===== src/rtl/mem_bus_arbiter.sv =====
// mem_bus_arbiter: two-master round-robin arbiter sharing one native memory bus.
// Define ARB_TIMEOUT_EN to add the slave-response watchdog and sticky timeout_err.
module mem_bus_arbiter #(
   parameter int ADDR_W  = 32,
   parameter int DATA_W  = 32,
   parameter int TIMEOUT = 255
) (
   input  logic                clk,
   input  logic                resetn,
   input  logic                m0_valid,
   input  logic                m0_instr,
   input  logic [ADDR_W-1:0]   m0_addr,
   input  logic [DATA_W-1:0]   m0_wdata,
   input  logic [DATA_W/8-1:0] m0_wstrb,
   output logic                m0_ready,
   output logic [DATA_W-1:0]   m0_rdata,
   input  logic                m1_valid,
   input  logic                m1_instr,
   input  logic [ADDR_W-1:0]   m1_addr,
   input  logic [DATA_W-1:0]   m1_wdata,
   input  logic [DATA_W/8-1:0] m1_wstrb,
   output logic                m1_ready,
   output logic [DATA_W-1:0]   m1_rdata,
   output logic                s_valid,
   output logic                s_instr,
   output logic [ADDR_W-1:0]   s_addr,
   output logic [DATA_W-1:0]   s_wdata,
   output logic [DATA_W/8-1:0] s_wstrb,
   input  logic                s_ready,
   input  logic [DATA_W-1:0]   s_rdata,
   output logic [1:0]          grant,
   output logic                timeout_err
);

   typedef enum logic [1:0] {
      IDLE = 2'b00,
      G0   = 2'b01,
      G1   = 2'b10
   } state_t;

   state_t            r_state;
   state_t            w_state_nxt;
   logic              r_last;
   logic              w_last_nxt;
   logic              w_own_valid;
   logic              w_to_fire;
   logic              w_done;
   logic [DATA_W-1:0] w_rsp_data;

   if (TIMEOUT < 1 || DATA_W % 8 != 0) begin : g_cfg_check
      $error("mem_bus_arbiter: TIMEOUT must be >= 1 and DATA_W a multiple of 8");
   end

   assign w_own_valid = ((r_state == G0) && m0_valid) || ((r_state == G1) && m1_valid);
   assign w_done      = w_own_valid && (s_ready || w_to_fire);
   assign grant       = r_state;

   always_ff @(posedge clk or negedge resetn) begin
      if (!resetn) begin
         r_state <= IDLE;
         r_last  <= 1'b1;
      end else begin
         r_state <= w_state_nxt;
         r_last  <= w_last_nxt;
      end
   end

   // A tie goes to the master that was not served last; every grant ends in IDLE.
   always_comb begin
      w_state_nxt = r_state;
      w_last_nxt  = r_last;
      case (r_state)
         IDLE: begin
            if (m0_valid && m1_valid) begin
               w_state_nxt = r_last ? G0 : G1;
            end else if (m0_valid) begin
               w_state_nxt = G0;
            end else if (m1_valid) begin
               w_state_nxt = G1;
            end
         end
         G0, G1: begin
            if (!w_own_valid) begin
               w_state_nxt = IDLE;
            end else if (w_done) begin
               w_state_nxt = IDLE;
               w_last_nxt  = (r_state == G1);
            end
         end
         default: w_state_nxt = IDLE;
      endcase
   end

   always_comb begin
      s_valid  = 1'b0;
      s_instr  = 1'b0;
      s_addr   = '0;
      s_wdata  = '0;
      s_wstrb  = '0;
      m0_ready = 1'b0;
      m0_rdata = '0;
      m1_ready = 1'b0;
      m1_rdata = '0;
      case (r_state)
         G0: begin
            s_valid  = m0_valid;
            s_instr  = m0_instr;
            s_addr   = m0_addr;
            s_wdata  = m0_wdata;
            s_wstrb  = m0_wstrb;
            m0_ready = w_done;
            if (w_done) begin
               m0_rdata = w_rsp_data;
            end
         end
         G1: begin
            s_valid  = m1_valid;
            s_instr  = m1_instr;
            s_addr   = m1_addr;
            s_wdata  = m1_wdata;
            s_wstrb  = m1_wstrb;
            m1_ready = w_done;
            if (w_done) begin
               m1_rdata = w_rsp_data;
            end
         end
         default: ;
      endcase
   end

`ifdef ARB_TIMEOUT_EN
   localparam int CNT_W = ($clog2(TIMEOUT + 1) > 8) ? $clog2(TIMEOUT + 1) : 8;
   localparam logic [DATA_W-1:0] TO_DATA = DATA_W'(32'hDEAD_BEEF);

   logic [CNT_W-1:0] r_wd_cnt;
   logic             r_to_err;

   // Fires on the TIMEOUT-th granted cycle; a coincident s_ready takes priority.
   assign w_to_fire   = w_own_valid && !s_ready && (r_wd_cnt == CNT_W'(TIMEOUT - 1));
   assign w_rsp_data  = w_to_fire ? TO_DATA : s_rdata;
   assign timeout_err = r_to_err;

   always_ff @(posedge clk or negedge resetn) begin
      if (!resetn) begin
         r_wd_cnt <= '0;
         r_to_err <= 1'b0;
      end else begin
         if (r_state == IDLE) begin
            r_wd_cnt <= '0;
         end else if (!s_ready) begin
            r_wd_cnt <= r_wd_cnt + 1'b1;
         end
         if (w_to_fire) begin
            r_to_err <= 1'b1;
         end
      end
   end
`else
   assign w_to_fire   = 1'b0;
   assign w_rsp_data  = s_rdata;
   assign timeout_err = 1'b0;
`endif

endmodule

===== config.mk =====
export PLATFORM = sky130hd
export DESIGN_NAME = mem_bus_arbiter
export DESIGN_NICKNAME = d
export VERILOG_FILES = /design/src/rtl/mem_bus_arbiter.sv
export SDC_FILE = /design/constraint.sdc
export NUM_CORES = 1
export LEC_CHECK = 0
export CORE_AREA = 10 10 112 114
export DETAILED_ROUTE_END_ITERATION = 10
export DIE_AREA = 0 0 122 124
export MAX_ROUTING_LAYER = met4
export PLACE_DENSITY = 0.69
export SKIP_CTS_REPAIR_TIMING = 1
export SYNTH_ARGS = -nofsm -noshare
export SYNTH_HDL_FRONTEND = slang
export SYNTH_SLANG_ARGS = --single-unit

===== constraint.sdc =====
create_clock -name clk -period 1.8 [get_ports clk]
set_input_delay 0.36 -clock clk [delete_from_list [all_inputs] [get_ports clk]]
set_output_delay 0.36 -clock clk [all_outputs]
set_load 0.05 [all_outputs]

Word-level counts from Yosys, hierarchy flattened
Index checks and enable logic that the tools add are counted.
{ "totals": {"word_cells": 32, "register_bits": 3} }
{ "op_classes": {"eq_ne": 4, "muxes": 17, "reduce_logical": 9} }
{ "op_table": {"columns": ["operator", "count"], "rows": [
  ["$pmux W32 S2", 2],
  ["$mux W32", 3],
  ["$mux W2", 6],
  ["$pmux W4 S2", 1],
  ["$logic_and A1 B1 Y1", 4],
  ["$ne A4 B4 Y1 const B", 1],
  ["$pmux W1 S2", 2],
  ["$pmux W2 S2", 1],
  ["$ne A3 B3 Y1 const B", 1],
  ["$reduce_and A3 Y1", 1],
  ["$eq A2 B1 Y1 const B", 1],
  ["$eq A2 B2 Y1 const B", 1],
  ["$logic_not A2 Y1", 1],
  ["$mux W1", 2],
  ["$reduce_and A2 Y1", 1],
  ["$reduce_or A2 Y1", 1],
  ["$logic_or A1 B1 Y1", 1]
]} }

Longest topological paths before layout
Gate-level depths: netlist of run 1.
{ "depth": {"depth_word": 7, "ltp_mapped": 7} }

Worst setup path before layout of run 1
OpenSTA, ideal clock, no wires.
{ "synth_path": {"path_kind": "flip-flop to output port", "from": "register r_state[1], in the netlist grant[1]", "to": "output s_addr[0]", "t_required_ns": 1.440, "path_slack_ns": -0.709, "arrival_time_ns": 2.149, "stages_incl_launch_ff": 6, "path_buffers": 2, "cell_sequence": "dfrtp_1 > inv_1 > ha_1 > buf_4 > clkbuf_1 > nor2b_1"} }
{ "synth_between": {"elab_chain_len": 2, "word_cells_on_any_way": 3, "cone_classes": "eq/ne (2); mux (1)"} }
{ "synth_rtl": {"columns": ["element", "line", "text"], "rows": [
  ["start: declaration", "41", "state_t r_state;"],
  ["start signal: assignment", "63", "r_state <= w_state_nxt;"],
  ["$eq A2 B2 Y1 or $eq A2 B1 Y1 (tied branches)", "104", "case (r_state)"],
  ["$pmux W32 S2 (*)", "104", null],
  ["end: declaration", "26", "output logic [ADDR_W-1:0] s_addr,"]
]} }
Every way passes the cells marked *; elsewhere a longest branch is shown, timed or not.

Worst setup path in the final report of run 1
{ "layout_path": {"from": "register r_state[1], in the netlist grant[1]", "to": "output m1_rdata[29]"} }
{ "layout_between": {"elab_chain_len": 6, "word_cells_on_any_way": 8, "cone_classes": "eq/ne (2); mux (2); reduce/logical (4)"} }
{ "layout_rtl": {"columns": ["element", "line", "text"], "rows": [
  ["$eq A2 B1 Y1 or $eq A2 B2 Y1 (tied branches)", "54, 104", null],
  ["$logic_and A1 B1 Y1", "54", "assign w_own_valid = ((r_state == G0) && m0_valid) || ((r_state == G1) && m1_valid);"],
  ["$logic_or A1 B1 Y1", "54", null],
  ["$logic_and A1 B1 Y1", "55", "assign w_done = w_own_valid && (s_ready || w_to_fire);"],
  ["$mux W32", "123", "if (w_done) begin"],
  ["$mux W32 (*)", "104", null],
  ["end: declaration", "23", "output logic [DATA_W-1:0] m1_rdata,"]
]} }
Marked as above.

==> metrics.yaml, run 1 <==
status:
  outcome: "finished, violations left"
  failed_checks: "negative setup slack"
cts:
  clk_latency_ns: 0.21
  cts_sinks: 3
  cts_root_buf: "clkbuf_8"
  cts_tree: "built"
  htree_levels: 1
  clk_pin_slew_ns: 0.03
  cts_buffers: 3
  cts_buffer_depth: 2
routing:
  vias: 3279
  wl_per_cell_um: 22.6
  drc: 0
  ant_nets: 0
  vias_per_cell: 4.61
  initialDrtViolationCount: 129
  first_pass_iters: 4
  drt_wl_total_um: 16100
yosys:
  synthFlopType: "dfrtp_1"
  synth.area.top_cells: "a22oi_1 30%, nor2b_1 24%, and2_1 23%"
  synth_seq_cells: 3
  yosysWarnings: 0
  synth_most_common_cell: "a22oi_1"
  synth.distinct_cells: 24
  postSynthAreaPerCell_um2: 6.78
  netlist_top_cells_count: "71 x a22oi_1, 70 x nor2b_1, 65 x and2_1"
  netlist_area_um2: 1790
  syn-instance-count: 264
  syn-num-nets: 442
  synthMuxAreaShare: 0.00629
  synthSimpleGateAreaFrac: 0.492
  synth-edff-count: 0
  synth_xor_area_frac: 0
  ys_seq_area_frac: 0.0427
  synth_top_family_by_area: "simple AND/OR/NAND/NOR gates"
  synth_compound_area_frac: 0.337
  synthAdderAreaFrac: 0.0210
  synth_area_leader_cell: "a22oi_1"
  synth.top_cell.area_share: 0.298
  async_reset_ff_frac: 1.00
final_layout:
  n_fill_cell: 672
  multi_input_area_um2: 2530
  syn_to_final_growth_pct: 329
  fin_cells: 711
  final_cell_area_um2: 7670
  drive_above_1_share: 0.648
  layout.nets: 753
  ff_latch_area_um2: 78.8
setup_path:
  required_ns: 1.44
  rrSetupSlack_ns: -0.03
  slowest_stage: "dfrtp_2"
  crit_path_end_kind: "output port"
  worstReg2RegStart: "grant[1]"
  path_max_fanout: 17
  setup.worst_path.class: "reg -> out"
  path_cells: "inv_4 -> ha_4 -> a21oi_2 -> nor2_4 -> buf_12 -> and2_4 -> buf_12"
  r2r-end: "grant[1]"
  crit_top_cell: "buf_12"
  crit_path_start_kind: "register"
  path_delay_family: "flip-flops"
  cp.arrival_ns: 1.71
  reg2reg_depth: 6
  critPathMaxStageDelay_ns: 0.45
  path_buf_inv: 3
pwr:
  peakVddDrop_mv: 1.02
  finalPower_mw: 10.9
  powerDensity_nw_per_um2: 1420
  leakage_nw: 2.89
global_routing:
  grt_pass1_vias: 3564
  grt_pass1_wl_um: 22500
  grtUsageTotal: 0.198
  overflow: 0
  grt_max_degree: 42
  antenna_found_initial: 1
floorplan:
  coreArea_um2: 10200
  die_width_um: 122
  io_pins: 314
  row_count: 37
  dieArea_um2: 15100
  die_h_um: 124
  initial_core_util: 0.175
sta:
  slew_viol_final: 0
  finalCritPeriodShare: 1.15
  finalHoldViolCount: 0
  final-setup-viol-count: 137
  fin_crit_ns: 2.07
  rsz0062_at_grt: "true"
  fin_worst_skew_ns: 0.000277
  fmax_mhz: 484
  worst_slack_ns: -0.268
place:
  dpl_worst_slack_ns: -0.235
  hpwl_um: 14100
  port_buffers: 312
  placed_cells: 699
  placed_area_um2: 7450
  gp_congestion: 0.868
job:
  cap_violations: 0
min_path:
  worstHoldPathType: "in -> async"
==> routing by layer <==
| layer | track usage | routed length [um] |
|---|---|---|
| met1 | 0.199 | 5460 |
| met2 | 0.376 | 8980 |
| met3 | 0.0611 | 1500 |
| met4 | 0.0261 | 161 |
| met5 | - | 0 |
==> per-stage QoR <==
step / TNS, ns / hold slack, ns / utilization
2_1_floorplan: -14.06 / 0.0644 / -
3_3_place_gp: -11.66 / 0.550 / 0.728
3_5_place_dp: -15.43 / 0.555 / 0.728
4_1_cts: -37.61 / 0.333 / 0.733
5_1_grt: -39.65 / 0.338 / 0.750
6_report: -30.14 / 0.334 / 0.750
==> cell type report <==
cell class                 instances  share of cell area
multi-input combinational        226               0.330
sequential                         3              0.0103
antenna                            1            0.000326
inverter                           4             0.00261
tap                              136              0.0222
timing repair buffer             337               0.629
clock buffer                       4             0.00587
==> worst reg2reg max path: stages, from the launching register on <==
cell	delay, ns
dfrtp_2	0.43
inv_4	0.06
ha_2	0.43
buf_12	0.19
nor2b_2	0.22
a211oi_2	0.09
a311o_1	0.29
==> how the worst max path moves through the flow <==
stage	depth (start not counted)	endpoint	slack (ns)	startpoint
2_1_floorplan	5	s_addr[0]	-0.25	grant[0]
4_1_cts	6	s_wdata[8]	-0.34	grant[0]
6_report	7	m1_rdata[29]	-0.27	grant[1]
5_1_grt	7	m1_rdata[29]	-0.34	grant[1]
3_3_place_gp	6	m1_rdata[17]	-0.19	m0_valid
3_5_place_dp	6	m1_rdata[17]	-0.24	m0_valid
==> where the power goes <==
part	switching [mW]	internal, mW
clock network	0.0416	0.151
registers	0.0465	0.108
logic	5.15	5.37
==> flip-flops by register name, indices dropped and copies added, names as in the netlist <==
| signal | count |
|---|---|
| grant | 2 |
| r_last | 1 |
==> layout by cell type, fill, tap and decap left out, types with 2 or more instances in the layout <==
cell type | netlist | final
a21oi_2 | 0 | 2
a22oi_1 | 71 | 17
a22oi_2 | 0 | 54
and2_4 | 0 | 64
buf_12 | 0 | 144
buf_4 | 4 | 11
buf_6 | 1 | 6
clkbuf_16 | 0 | 2
clkbuf_8 | 0 | 3
clkdlybuf4s50_1 | 0 | 174
dfrtp_2 | 0 | 2
ha_4 | 0 | 2
inv_1 | 4 | 2
inv_4 | 0 | 2
nand2_2 | 0 | 2
nor2_4 | 0 | 2
nor2b_2 | 0 | 2
nor2b_4 | 0 | 68
==> cells by family after synthesis <==
group	Yosys count
and+or+nand+nor	142
AOI/OAI and AO/OA	79
adders and majority gates	3
muxes	1
other	1
buffers and inverters	35
DFF	3
Power figures use the tool's default switching activity.
==> run 2, diff against run 1 <==
--- a/config.mk
+++ b/config.mk
@@ -8,6 +8,7 @@
 export CORE_AREA = 10 10 112 114
 export DETAILED_ROUTE_END_ITERATION = 10
 export DIE_AREA = 0 0 122 124
+export HOLD_SLACK_MARGIN = 0.15
 export MAX_ROUTING_LAYER = met4
 export PLACE_DENSITY = 0.69
 export SKIP_CTS_REPAIR_TIMING = 1
==> constraint.sdc (replaced) <==
create_clock -name clk -period 2.2 [get_ports clk]
set_input_delay 0.44 -clock clk [delete_from_list [all_inputs] [get_ports clk]]
set_output_delay 0.44 -clock clk [all_outputs]
set_load 0.05 [all_outputs]
==> run 2 against run 1 <==
  * Global-route usage fell by 1.2 points
  * Sequential power decreased by 21%
  * Register-to-register slack improved by 0.53 ns
  * Final cell count rose by 0.84%
  * Worst setup slack gained 0.28 ns
  * Non-clock buffer count is 7 higher
  * Via count rose by 1.7%
  * Die area unchanged
  * The flow now finishes without violations
  * Sequential share of layout area grew 0.058 points
==> metrics.yaml, run 2 (same netlist as run 1, synthesis figures left out) <==
place:
  dpl_worst_slack_ns: 0.0216
  placed_area_um2: 6680
  gp_congestion: 0.788
  port_buffers: 312
  hpwl_um: 13200
floorplan:
  io_pins: 314
  initial_core_util: 0.175
  coreArea_um2: 10200
  row_count: 37
  dieArea_um2: 15100
  die_h_um: 124
  die_width_um: 122
setup_path:
  rrSetupSlack_ns: 0.50
  slowest_stage: "dfrtp_2"
  cp.arrival_ns: 1.75
  required_ns: 1.76
  path_delay_family: "buffers and inverters"
  path_buf_inv: 4
  crit_top_cell: "buf_12"
  critPathMaxStageDelay_ns: 0.42
  setup.worst_path.class: "reg -> out"
  worstReg2RegStart: "grant[1]"
  path_max_fanout: 8
  crit_path_start_kind: "register"
  setup.worst_path.start: "grant[1]"
  path_cells: "inv_4 -> ha_4 -> a21oi_2 -> nor2_4 -> buf_12 -> buf_6 -> and2_2 -> buf_12"
  crit_path_end_kind: "output port"
global_routing:
  antenna_found_initial: 0
  grt_pass1_vias: 3456
  overflow: 0
  grtUsageTotal: 0.186
  grt_pass1_wl_um: 21600
  grt_max_degree: 65
cts:
  cts_buffers: 3
  htree_levels: 1
  cts_sinks: 3
  clk_latency_ns: 0.22
  clk_pin_slew_ns: 0.03
  cts_buffer_depth: 2
  cts_tree: "built"
  cts_root_buf: "clkbuf_8"
sta:
  fin_crit_ns: 2.19
  finalHoldViolCount: 0
  rsz0062_at_grt: "true"
  slew_viol_final: 0
  fmax_mhz: 457
  final-setup-viol-count: 0
  max_slew_margin: 0.650
  worst_pin_slew_ns: 0.523
  fin_worst_skew_ns: 0.000915
  worst_slack_ns: 0.0133
  finalCritPeriodShare: 0.994
routing:
  initialDrtViolationCount: 112
  wl_per_cell_um: 22.8
  drt_wl_total_um: 16300
  first_pass_iters: 5
  vias_per_cell: 4.65
  drc: 0
  vias: 3334
  ant_nets: 0
pwr:
  p_int_mw: 4.08
  peakVddDrop_mv: 0.725
  leakage_nw: 2.78
  power_frac_clock: 0.020
  comb_power_share: 0.965
  pwr-share-seq: 0.015
  switchingPower_mw: 4.02
  powerDensity_nw_per_um2: 1120
  finalPower_mw: 8.10
  swShare: 0.497
final_layout:
  n_fill_cell: 724
  antennaDiodeCount: 0
  drive_above_1_share: 0.544
  final_cell_area_um2: 7260
  layout.nets: 760
  final_cell_mix: "173 x clkdlybuf4s50_1, 143 x buf_12, 63 x a22oi_1"
  syn_to_final_growth_pct: 306
  final_common_cell: "clkdlybuf4s50_1"
  largest_register_ffs: 2
status:
  outcome: "complete, no violations"
job:
  cap_violations: 0
min_path:
  worstHoldPathType: "in -> async"
## run 2: changes by cell type in the layout (fill, tap and decap cells not counted), moves of 6 or more
cell,before,now
and2_2,1,14
nor2b_2,2,56
a22oi_2,54,8
and2_1,0,12
a22oi_1,17,63
and2_4,64,39
clkbuf_16,2,8
nor2b_4,68,13
## run 2: stage by stage
| stage | TNS (ns) | util | hold WS, ns | cells |
|---|---|---|---|---|
| after floorplan | -0.492 | - | 0.144 | 264 |
| after global placement | 0 | 0.653 | 0.582 | 692 |
| after detailed placement | 0 | 0.653 | 0.588 | 692 |
| after CTS | -9.59 | 0.657 | 0.414 | 696 |
| after global routing | -1.80 | 0.710 | 0.417 | 717 |
| final | 0 | 0.710 | 0.412 | 717 |
## run 2: worst paths after layout
kind,end,depth (start not counted)
max,m1_rdata[30],8
min,grant[1],1
max reg2reg,grant[1],6
min reg2reg,grant[0],2
max in group asynchronous,r_last,1
min in group clk,grant[0],2
## run 2: routing by layer
metal	wire (um)	vias up	GRT usage	share of wire
li1	-	1556	-	-
met1	5870	1552	0.184	0.36
met2	8700	211	0.346	0.53
met3	1510	15	0.0665	0.093
met4	229	0	0.0335	0.014
met5	0	-	-	0
## run 2: final cells by class
type	count	area (um2)	area share
clock buffers	4	45.0	0.00620
well taps	136	170	0.0234
flip-flops and latches	3	78.8	0.0109
repair buffers	344	4970	0.685
inverters	4	17.5	0.00241
multi-input cells	226	1980	0.273
## run 2: power by group through the flow
stage               Sequential, mW  Clock (mW)  Combinational [mW]
detailed placement           0.111           0                7.19
finish                       0.122       0.160                7.82
global placement             0.109           0                7.10
CTS                          0.111       0.165                7.20
global route                 0.126       0.171                8.13
floorplan                    0.161           0                3.87
